File: src/rtl/hilo_muldiv.sv
// Execute-stage multiply/divide unit with the HI/LO register pair.
// Mult takes one extra cycle, div is a 32-step restoring divider; the pipeline is held via stall_o.
module hilo_muldiv #(
  parameter int unsigned WIDTH = 32
) (
  input  logic             clk,
  input  logic             rst,
  input  logic             validE,
  input  logic [5:0]       aluopE,
  input  logic             flushE,
  input  logic [WIDTH-1:0] srcaE,
  input  logic [WIDTH-1:0] srcbE,
  output logic [WIDTH-1:0] hi_o,
  output logic [WIDTH-1:0] lo_o,
  output logic [WIDTH-1:0] mfresult_o,
  output logic             stall_o
);

  localparam int unsigned DW = 2 * WIDTH;
  localparam int unsigned CW = $clog2(WIDTH);

  localparam logic [5:0] OP_MULT  = 6'b011011;
  localparam logic [5:0] OP_MULTU = 6'b001011;
  localparam logic [5:0] OP_DIV   = 6'b011100;
  localparam logic [5:0] OP_DIVU  = 6'b001100;
  localparam logic [5:0] OP_MTHI  = 6'b100000;
  localparam logic [5:0] OP_MTLO  = 6'b100001;
  localparam logic [5:0] OP_MFHI  = 6'b100010;
  localparam logic [5:0] OP_MFLO  = 6'b100011;

  typedef enum logic [1:0] {IDLE, MUL, DIV, DONE} state_e;

  state_e           state_q, state_d;
  logic [CW-1:0]    cnt_q, cnt_d;
  logic [WIDTH-1:0] a_q, a_d;      // multiplicand, or dividend magnitude shifting into quotient
  logic [WIDTH-1:0] b_q, b_d;      // multiplier, or divisor magnitude
  logic [WIDTH-1:0] rem_q, rem_d;
  logic             sgn_q, sgn_d;
  logic             negq_q, negq_d;
  logic             negr_q, negr_d;
  logic [WIDTH-1:0] hi_q, hi_d;
  logic [WIDTH-1:0] lo_q, lo_d;

  logic             is_mul, is_div, is_signed, start;
  logic [WIDTH-1:0] abs_a, abs_b;
  logic [DW-1:0]    a_ext, b_ext, prod;
  logic [WIDTH:0]   rem_sh, diff;
  logic             q_bit;
  logic [WIDTH-1:0] rem_nx, quo_nx, quo_fin, rem_fin;

  // Command decode and start qualification
  always_comb begin
    is_mul    = (aluopE == OP_MULT) || (aluopE == OP_MULTU);
    is_div    = (aluopE == OP_DIV)  || (aluopE == OP_DIVU);
    is_signed = (aluopE == OP_MULT) || (aluopE == OP_DIV);
    start     = (state_q == IDLE) && validE && !flushE && (is_mul || is_div);
    abs_a     = (is_signed && srcaE[WIDTH-1]) ? -srcaE : srcaE;
    abs_b     = (is_signed && srcbE[WIDTH-1]) ? -srcbE : srcbE;
  end

  // Datapath: full-width product and one restoring-divide step
  always_comb begin
    a_ext   = sgn_q ? {{WIDTH{a_q[WIDTH-1]}}, a_q} : {{WIDTH{1'b0}}, a_q};
    b_ext   = sgn_q ? {{WIDTH{b_q[WIDTH-1]}}, b_q} : {{WIDTH{1'b0}}, b_q};
    prod    = a_ext * b_ext;
    rem_sh  = {rem_q, a_q[WIDTH-1]};
    diff    = rem_sh - {1'b0, b_q};
    q_bit   = !diff[WIDTH];
    rem_nx  = q_bit ? diff[WIDTH-1:0] : rem_sh[WIDTH-1:0];
    quo_nx  = {a_q[WIDTH-2:0], q_bit};
    quo_fin = negq_q ? -quo_nx : quo_nx;
    rem_fin = negr_q ? -rem_nx : rem_nx;
  end

  // Next-state and register update logic
  always_comb begin
    state_d = state_q;
    cnt_d   = cnt_q;
    a_d     = a_q;
    b_d     = b_q;
    rem_d   = rem_q;
    sgn_d   = sgn_q;
    negq_d  = negq_q;
    negr_d  = negr_q;
    hi_d    = hi_q;
    lo_d    = lo_q;
    if (flushE) begin
      state_d = IDLE;
    end else begin
      case (state_q)
        IDLE: begin
          if (start && is_mul) begin
            a_d     = srcaE;
            b_d     = srcbE;
            sgn_d   = is_signed;
            state_d = MUL;
          end else if (start && is_div) begin
            a_d     = abs_a;
            b_d     = abs_b;
            rem_d   = '0;
            cnt_d   = '0;
            sgn_d   = is_signed;
            negq_d  = is_signed && (srcaE[WIDTH-1] ^ srcbE[WIDTH-1]);
            negr_d  = is_signed && srcaE[WIDTH-1];
            state_d = (srcbE == '0) ? DONE : DIV;
          end else if (validE && aluopE == OP_MTHI) begin
            hi_d = srcaE;
          end else if (validE && aluopE == OP_MTLO) begin
            lo_d = srcaE;
          end
        end
        MUL: begin
          hi_d    = prod[DW-1:WIDTH];
          lo_d    = prod[WIDTH-1:0];
          state_d = DONE;
        end
        DIV: begin
          a_d   = quo_nx;
          rem_d = rem_nx;
          cnt_d = cnt_q + CW'(1);
          if (cnt_q == CW'(WIDTH - 1)) begin
            lo_d    = quo_fin;
            hi_d    = rem_fin;
            state_d = DONE;
          end
        end
        DONE:    state_d = IDLE;
        default: state_d = IDLE;
      endcase
    end
  end

  always_ff @(posedge clk or negedge rst) begin
    if (!rst) begin
      state_q <= IDLE;
      cnt_q   <= '0;
      a_q     <= '0;
      b_q     <= '0;
      rem_q   <= '0;
      sgn_q   <= 1'b0;
      negq_q  <= 1'b0;
      negr_q  <= 1'b0;
      hi_q    <= '0;
      lo_q    <= '0;
    end else begin
      state_q <= state_d;
      cnt_q   <= cnt_d;
      a_q     <= a_d;
      b_q     <= b_d;
      rem_q   <= rem_d;
      sgn_q   <= sgn_d;
      negq_q  <= negq_d;
      negr_q  <= negr_d;
      hi_q    <= hi_d;
      lo_q    <= lo_d;
    end
  end

  // Hold request is suppressed while reset is asserted
  always_comb begin
    stall_o = rst && !flushE && (start || state_q == MUL || state_q == DIV);
    case (aluopE)
      OP_MFHI: mfresult_o = hi_q;
      OP_MFLO: mfresult_o = lo_q;
      default: mfresult_o = '0;
    endcase
  end

  assign hi_o = hi_q;
  assign lo_o = lo_q;

endmodule

File: config.mk
export PLATFORM = sky130hd
export DESIGN_NAME = hilo_muldiv
export DESIGN_NICKNAME = d
export VERILOG_FILES = /design/src/rtl/hilo_muldiv.sv
export SDC_FILE = /design/constraint.sdc
export NUM_CORES = 2
export LEC_CHECK = 0
export ABC_AREA = 1
export CORE_MARGIN = 2
export CORE_UTILIZATION = 34
export CTS_CLUSTER_DIAMETER = 100
export DETAILED_ROUTE_END_ITERATION = 6
export GPL_TIMING_DRIVEN = 0
export PLACE_DENSITY = 0.58
export SYNTH_ARGS = -nofsm -noshare
export SYNTH_HDL_FRONTEND = slang
export SYNTH_SLANG_ARGS = --single-unit
File: constraint.sdc
create_clock -name clk -period 10.2 [get_ports clk]
set_clock_uncertainty 0.2 [all_clocks]
set_input_delay 1.02 -clock clk [delete_from_list [all_inputs] [get_ports clk]]
set_output_delay 1.02 -clock clk [all_outputs]
set_load 0.03 [all_outputs]
---- Word-level counts from Yosys, hierarchy flattened ----
Index checks and enable logic that the tools add are counted.
word-level totals
  output and inout bits ................... 97
  bits in registers ....................... 170
  word-level logic and storage cells ...... 112
cells by class
  multiplexer cells ....................... 38
  $mul .................................... 1
  equality and inequality tests ........... 22
  add/sub/neg operators ................... 6
  bitwise logic cells ..................... 3
  reductions and logical operators ........ 32
operator list
  cell                                                   number
  2-to-1 mux 32 bit                                      20
  one-hot mux 32 bit (2 select lines)                    3
  one-hot mux 32 bit (3 select lines)                    2
  2-to-1 mux 64 bit                                      2
  negation 32 bit                                        4
  multiplier 64 x 64 -> 64 bit                           1
  subtractor 33 x 32 -> 33 bit                           1
  zero test 32 bit                                       1
  equality test 6 bit, second input constant             4
  equality test 6 x 4 -> 1 bit, second input constant    2
  equality test 6 x 5 -> 1 bit, second input constant    2
  logical AND 1 bit                                      12
  2-to-1 mux 5 bit                                       2
  one-hot mux 5 bit (2 select lines)                     1
  2-to-1 mux 2 bit                                       4
  inequality test 2 bit, second input constant           4
  one-hot mux 2 bit (4 select lines)                     1
  AND reduction 4 bit                                    2
  AND reduction 7 bit                                    1
  logical OR 1 bit                                       6
  inequality test 2 x 1 -> 1 bit, second input constant  3
  AND reduction 3 bit                                    2
  AND reduction 6 bit                                    1
  adder 5 x 1 -> 5 bit, second input constant            1
  14 further kinds                                       20

---- Depth between registers and ports, before layout ----
  depth in word-level cells ............... 9
  depth in mapped cells ................... 42
  gate-level depth less buffers ........... 41

---- Worst setup path after synthesis ----
OpenSTA, ideal clock, no wires.
  path kind ............................... register to register
  start ................................... register a_q[31]
  end ..................................... register hi_q[29] (netlist: hi_o[29])
  slack ................................... 1.268 ns
  arrival ................................. 8.612 ns
  cell stages (with the launch flop) ...... 33
  path buffers ............................ 2
  period minus slack after synthesis ...... 8.932 ns
  cell sequence ........................... dfrtp_1 > clkbuf_1 > nand2_1 > clkbuf_1 > nor2_1 > fa_1 > inv_1 > fa_1 > inv_1 > fa_1 > inv_1 > fa_1 > inv_1 > fa_1 > fa_1 > fa_1 > fa_1 > fa_1 > inv_1 > fa_1 > inv_1 > ha_1 > nand2_1 > nor2_1 > inv_1 > nor4_1 > nand4_1 > nand2_1 > a21oi_1 > o21ai_0 > nand2_1 > nand2_1 > a21oi_2
between the ends
  longest elaborated chain between the ends .. 6
  elaborated cells between the ends (all ways) .. 8
RTL lines
  element                                                                               line  RTL
  start: declaration                                                                    35    logic [WIDTH-1:0] a_q, a_d;
  start signal: assignment                                                              137   a_q <= '0;
  start signal: assignment                                                              148   a_q <= a_d;
  parallel branches: the longest is 5 deep, another holds multiplier 64 x 64 -> 64 bit  -
  one-hot mux 32 bit (3 select lines) (*)                                               90    case (state_q)
  end signal: assignment                                                                154   hi_q <= hi_d;
  end: declaration                                                                      41    logic [WIDTH-1:0] hi_q, hi_d;
Mark *: on every way between the ends. The select of a mux whose other input is x is not followed.
A chain may end at the register's enable or synchronous reset.

---- Final worst setup path ----
  start ................................... register b_q[26]
  end ..................................... register hi_q[21] (netlist: hi_o[21])
between the ends
  longest elaborated chain between the ends .. 6
  elaborated cells between the ends (all ways) .. 8
RTL lines
  element                                                                               line  RTL
  start: declaration                                                                    36    logic [WIDTH-1:0] b_q, b_d;
  start signal: assignment                                                              138   b_q <= '0;
  start signal: assignment                                                              149   b_q <= b_d;
  parallel branches: the longest is 5 deep, another holds multiplier 64 x 64 -> 64 bit  -
  one-hot mux 32 bit (3 select lines) (*)                                               90
Marked as above.

==> run summary <==
Run status - finished, final reports clean
Min Tclk post-route - 10.07 ns
IO Pins - 171
Asr flop ratio synth - 100.0%
Initial antenna violation count - 16
Crit path DAT - 10.28 ns
Cell area after layout - 70150 um^2
Vias in the first global route - 58710
Fmax - 99.31 MHz
Yosys warns - 0
GRT overflow - 0
Num Clock Sinks - 170
Final HPWL DP - 246.3 mm
CP max-delay cell - clkbuf_1
Chip Height - 437.3 um
Fin util - 37.48%
Tightest Pin Transition - 1.081 ns
Place WS - -2.154 ns
Main synth FF type - dfrtp_1
Placed cell area - 68760 um^2
Slew Limit Fails - 0
Reg clk slew, reported paths - 0.09 ns
First-pass GRT wire length - 413.2 mm
Hold-fix buffers, CTS - 0
Post-Syn Instances - 8323
EDFF count, synth - 0
Num rows - 159
Initial drt markers - 5979
Seq/Total Area, Yosys - 6.666%
Placed Cells - 10990
Largest fanout on the critical path - 10
RSZ-0062 raised after global routing - true
Setup ws final - 0.1310 ns
Final setup viols - 0
Number of port buffers - 170
CTS tree - done
Wire per inst - 25.91 um
Initial core utilization - 34.09%
Synth cell types - 60
Register area - 4299 um^2
Area Overhead vs Synth - 9.926%
Largest net degree at the start of global routing - 108
Vias - 55770
Vias per inst - 5.067
Hold Fails Final Rpt - 0
Worst Hold Class - input pin to asynchronous set/reset pin
Max cap viols - 0
Clk root buf - clkbuf_16
H-Tree Depth - 4
First-pass iteration count of the detailed router - 6
Die Width - 437.3 um
NumNets Final - 10340
Total CTS buffers - 17
Fraction of layout cells with a size suffix above 1 - 5.010%
Period utilization - 98.72%
Post-DRT Antenna Nets - 0
WS Path Type - flip-flop to flip-flop
Synthesized cell area - 63820 um^2
# fillers - 19680
Clock Latency Late Sink - 0.52 ns
Max incr delay on CP - 0.79 ns
Footprint of the multi-input gates - 48900 um^2
GRT Overall Usage - 30.15%
Core ar. - 187200 um^2
WP data required - 10.41 ns
Avg Inst Size Synth - 7.668 um^2
Die area - 191200 um^2
Final WL - 285.2 mm
DRC - 0
Fin cells - 11010
Gpl congestion - 1.065
CP most frequent cell - fa_1
Syn Nets - 10170
Crit end category - flip-flop
FF-to-FF setup slack - 0.13 ns
Seq cells post-synth - 170
Worst-case clock buffer depth - 2
CP Launch Type - flip-flop
Rel. slew slack - 27.91%
[kinds of logic (layout without fill, tap and decap cells)]
logic type,Yosys count,in the layout,synth area share (%)
buffers and inverters,2907,3087,17.26
AND/OR/NAND/NOR,2646,2646,16.76
adder cells (fa/ha/maj),1772,1772,51.44
AO/OA/AOI/OAI,702,702,6.138
flip-flops,170,170,6.666
XOR/XNOR,125,125,1.715
multiplexers,1,1,0.01568
other,0,10,0
[per-stage QoR]
stage	TNS [ns]	hold WS, ns
finish	0	0.2251
detailed placement	-45.18	0.2979
global route	-0.06609	0.2535
CTS	-0.003726	0.2359
floorplan	0	0.2555
global placement	-53.94	0.2743
[metal layers]
metal / up-vias / track usage [%] / routed length (um)
li1: 24110 / - / -
met5: - / 0 / 62
met4: 10 / 14.76 / 17930
met3: 575 / 5.991 / 26680
met1: 28310 / 40.11 / 115400
met2: 2769 / 46.87 / 125100
[cell usage in the layout (no fill, tap or decap), drive strengths merged, types with 8 or more instances in the layout]
cell,netlist,final
a21o,15,15
a21oi,247,247
a31oi,26,26
buf,58,90
clkbuf,300,257
clkdlybuf4s50,0,169
clkinv,2,8
dfrtp,170,170
diode,0,10
fa,1420,1420
ha,352,352
inv,2547,2550
nand2,1877,1877
nand3,213,213
nand3b,8,8
nand4,32,32
nor2,439,439
nor3,50,50
nor4,10,10
o211ai,22,22
o21a,8,8
o21ai,298,298
o221ai,16,16
o22ai,39,39
o31ai,8,8
or2,13,13
xnor2,50,50
xor2,75,75
[state kept, by name, indices dropped and copies added (netlist names)]
register and cells:
negr_q 1, sgn_q 1, b_q 32, a_q 32, hi_o 32, negq_q 1
rem_q 32, cnt_q 5, state_q 2, lo_o 32
[cell usage after synthesis, types with 22 or more instances]
library cell  number  area, um^2
a21oi_1          238        1191
a31oi_1           26       162.7
buf_1             43       161.4
clkbuf_1         299        1122
dfrtp_1          170        4254
fa_1            1420       28430
ha_1             352        4404
inv_1           2543        9545
nand2_1         1836        6892
nand2_2           35       219.0
nand3_1          208        1041
nand4_1           32       200.2
nor2_1           421        1580
nor3_1            49       245.2
o211ai_1          22       165.2
o21ai_0          280        1401
o22ai_1           39       244.0
xnor2_1           50       437.9
xor2_1            75       656.9
[critical path, delay by kind of cell (launching register included)]
family / cells / cell delay, ns
flops: 1 / 0.33
compound gates: 4 / 0.58
buf+inv: 9 / 2.12
fa+ha+maj: 11 / 5.58
simple gates: 8 / 1.11
[layout make-up]
| cell class | instances | share of cell area, % |
|---|---|---|
| repair buffers | 201 | 2.921 |
| clock inverters | 15 | 0.2961 |
| flip-flops and latches | 170 | 6.128 |
| inverters | 2549 | 13.67 |
| diodes | 10 | 0.03567 |
| plain buffers | 305 | 2.201 |
| multi-input cells | 5246 | 69.70 |
| well taps | 2495 | 4.450 |
| clock buffers | 17 | 0.6064 |
[path summary, 6_finish.rpt]
| check | start | endpoint | cells after the start |
|---|---|---|---|
| max | b_q[26]$_DFFE_PN0P_ | hi_o[21]$_DFFE_PN0P_ | 32 |
| min | rst | hi_o[0]$_DFFE_PN0P_ | 1 |
| max reg2reg | b_q[26]$_DFFE_PN0P_ | hi_o[21]$_DFFE_PN0P_ | 32 |
| min reg2reg | cnt_q[1]$_DFFE_PN0P_ | cnt_q[1]$_DFFE_PN0P_ | 2 |
| max in group asynchronous | rst | b_q[23]$_DFFE_PN0P_ | 2 |
| min in group clk | cnt_q[1]$_DFFE_PN0P_ | cnt_q[1]$_DFFE_PN0P_ | 2 |
[timing repair]
item	CTS	global route
endpoints found under the setup margin	44	33
buffers inserted	7	18
pin swaps	3	7
gates resized for setup	186	231
Power is left out: the tool's default activity adds up to more than one toggle a clock period on the data nets, which glitch-free logic cannot reach.
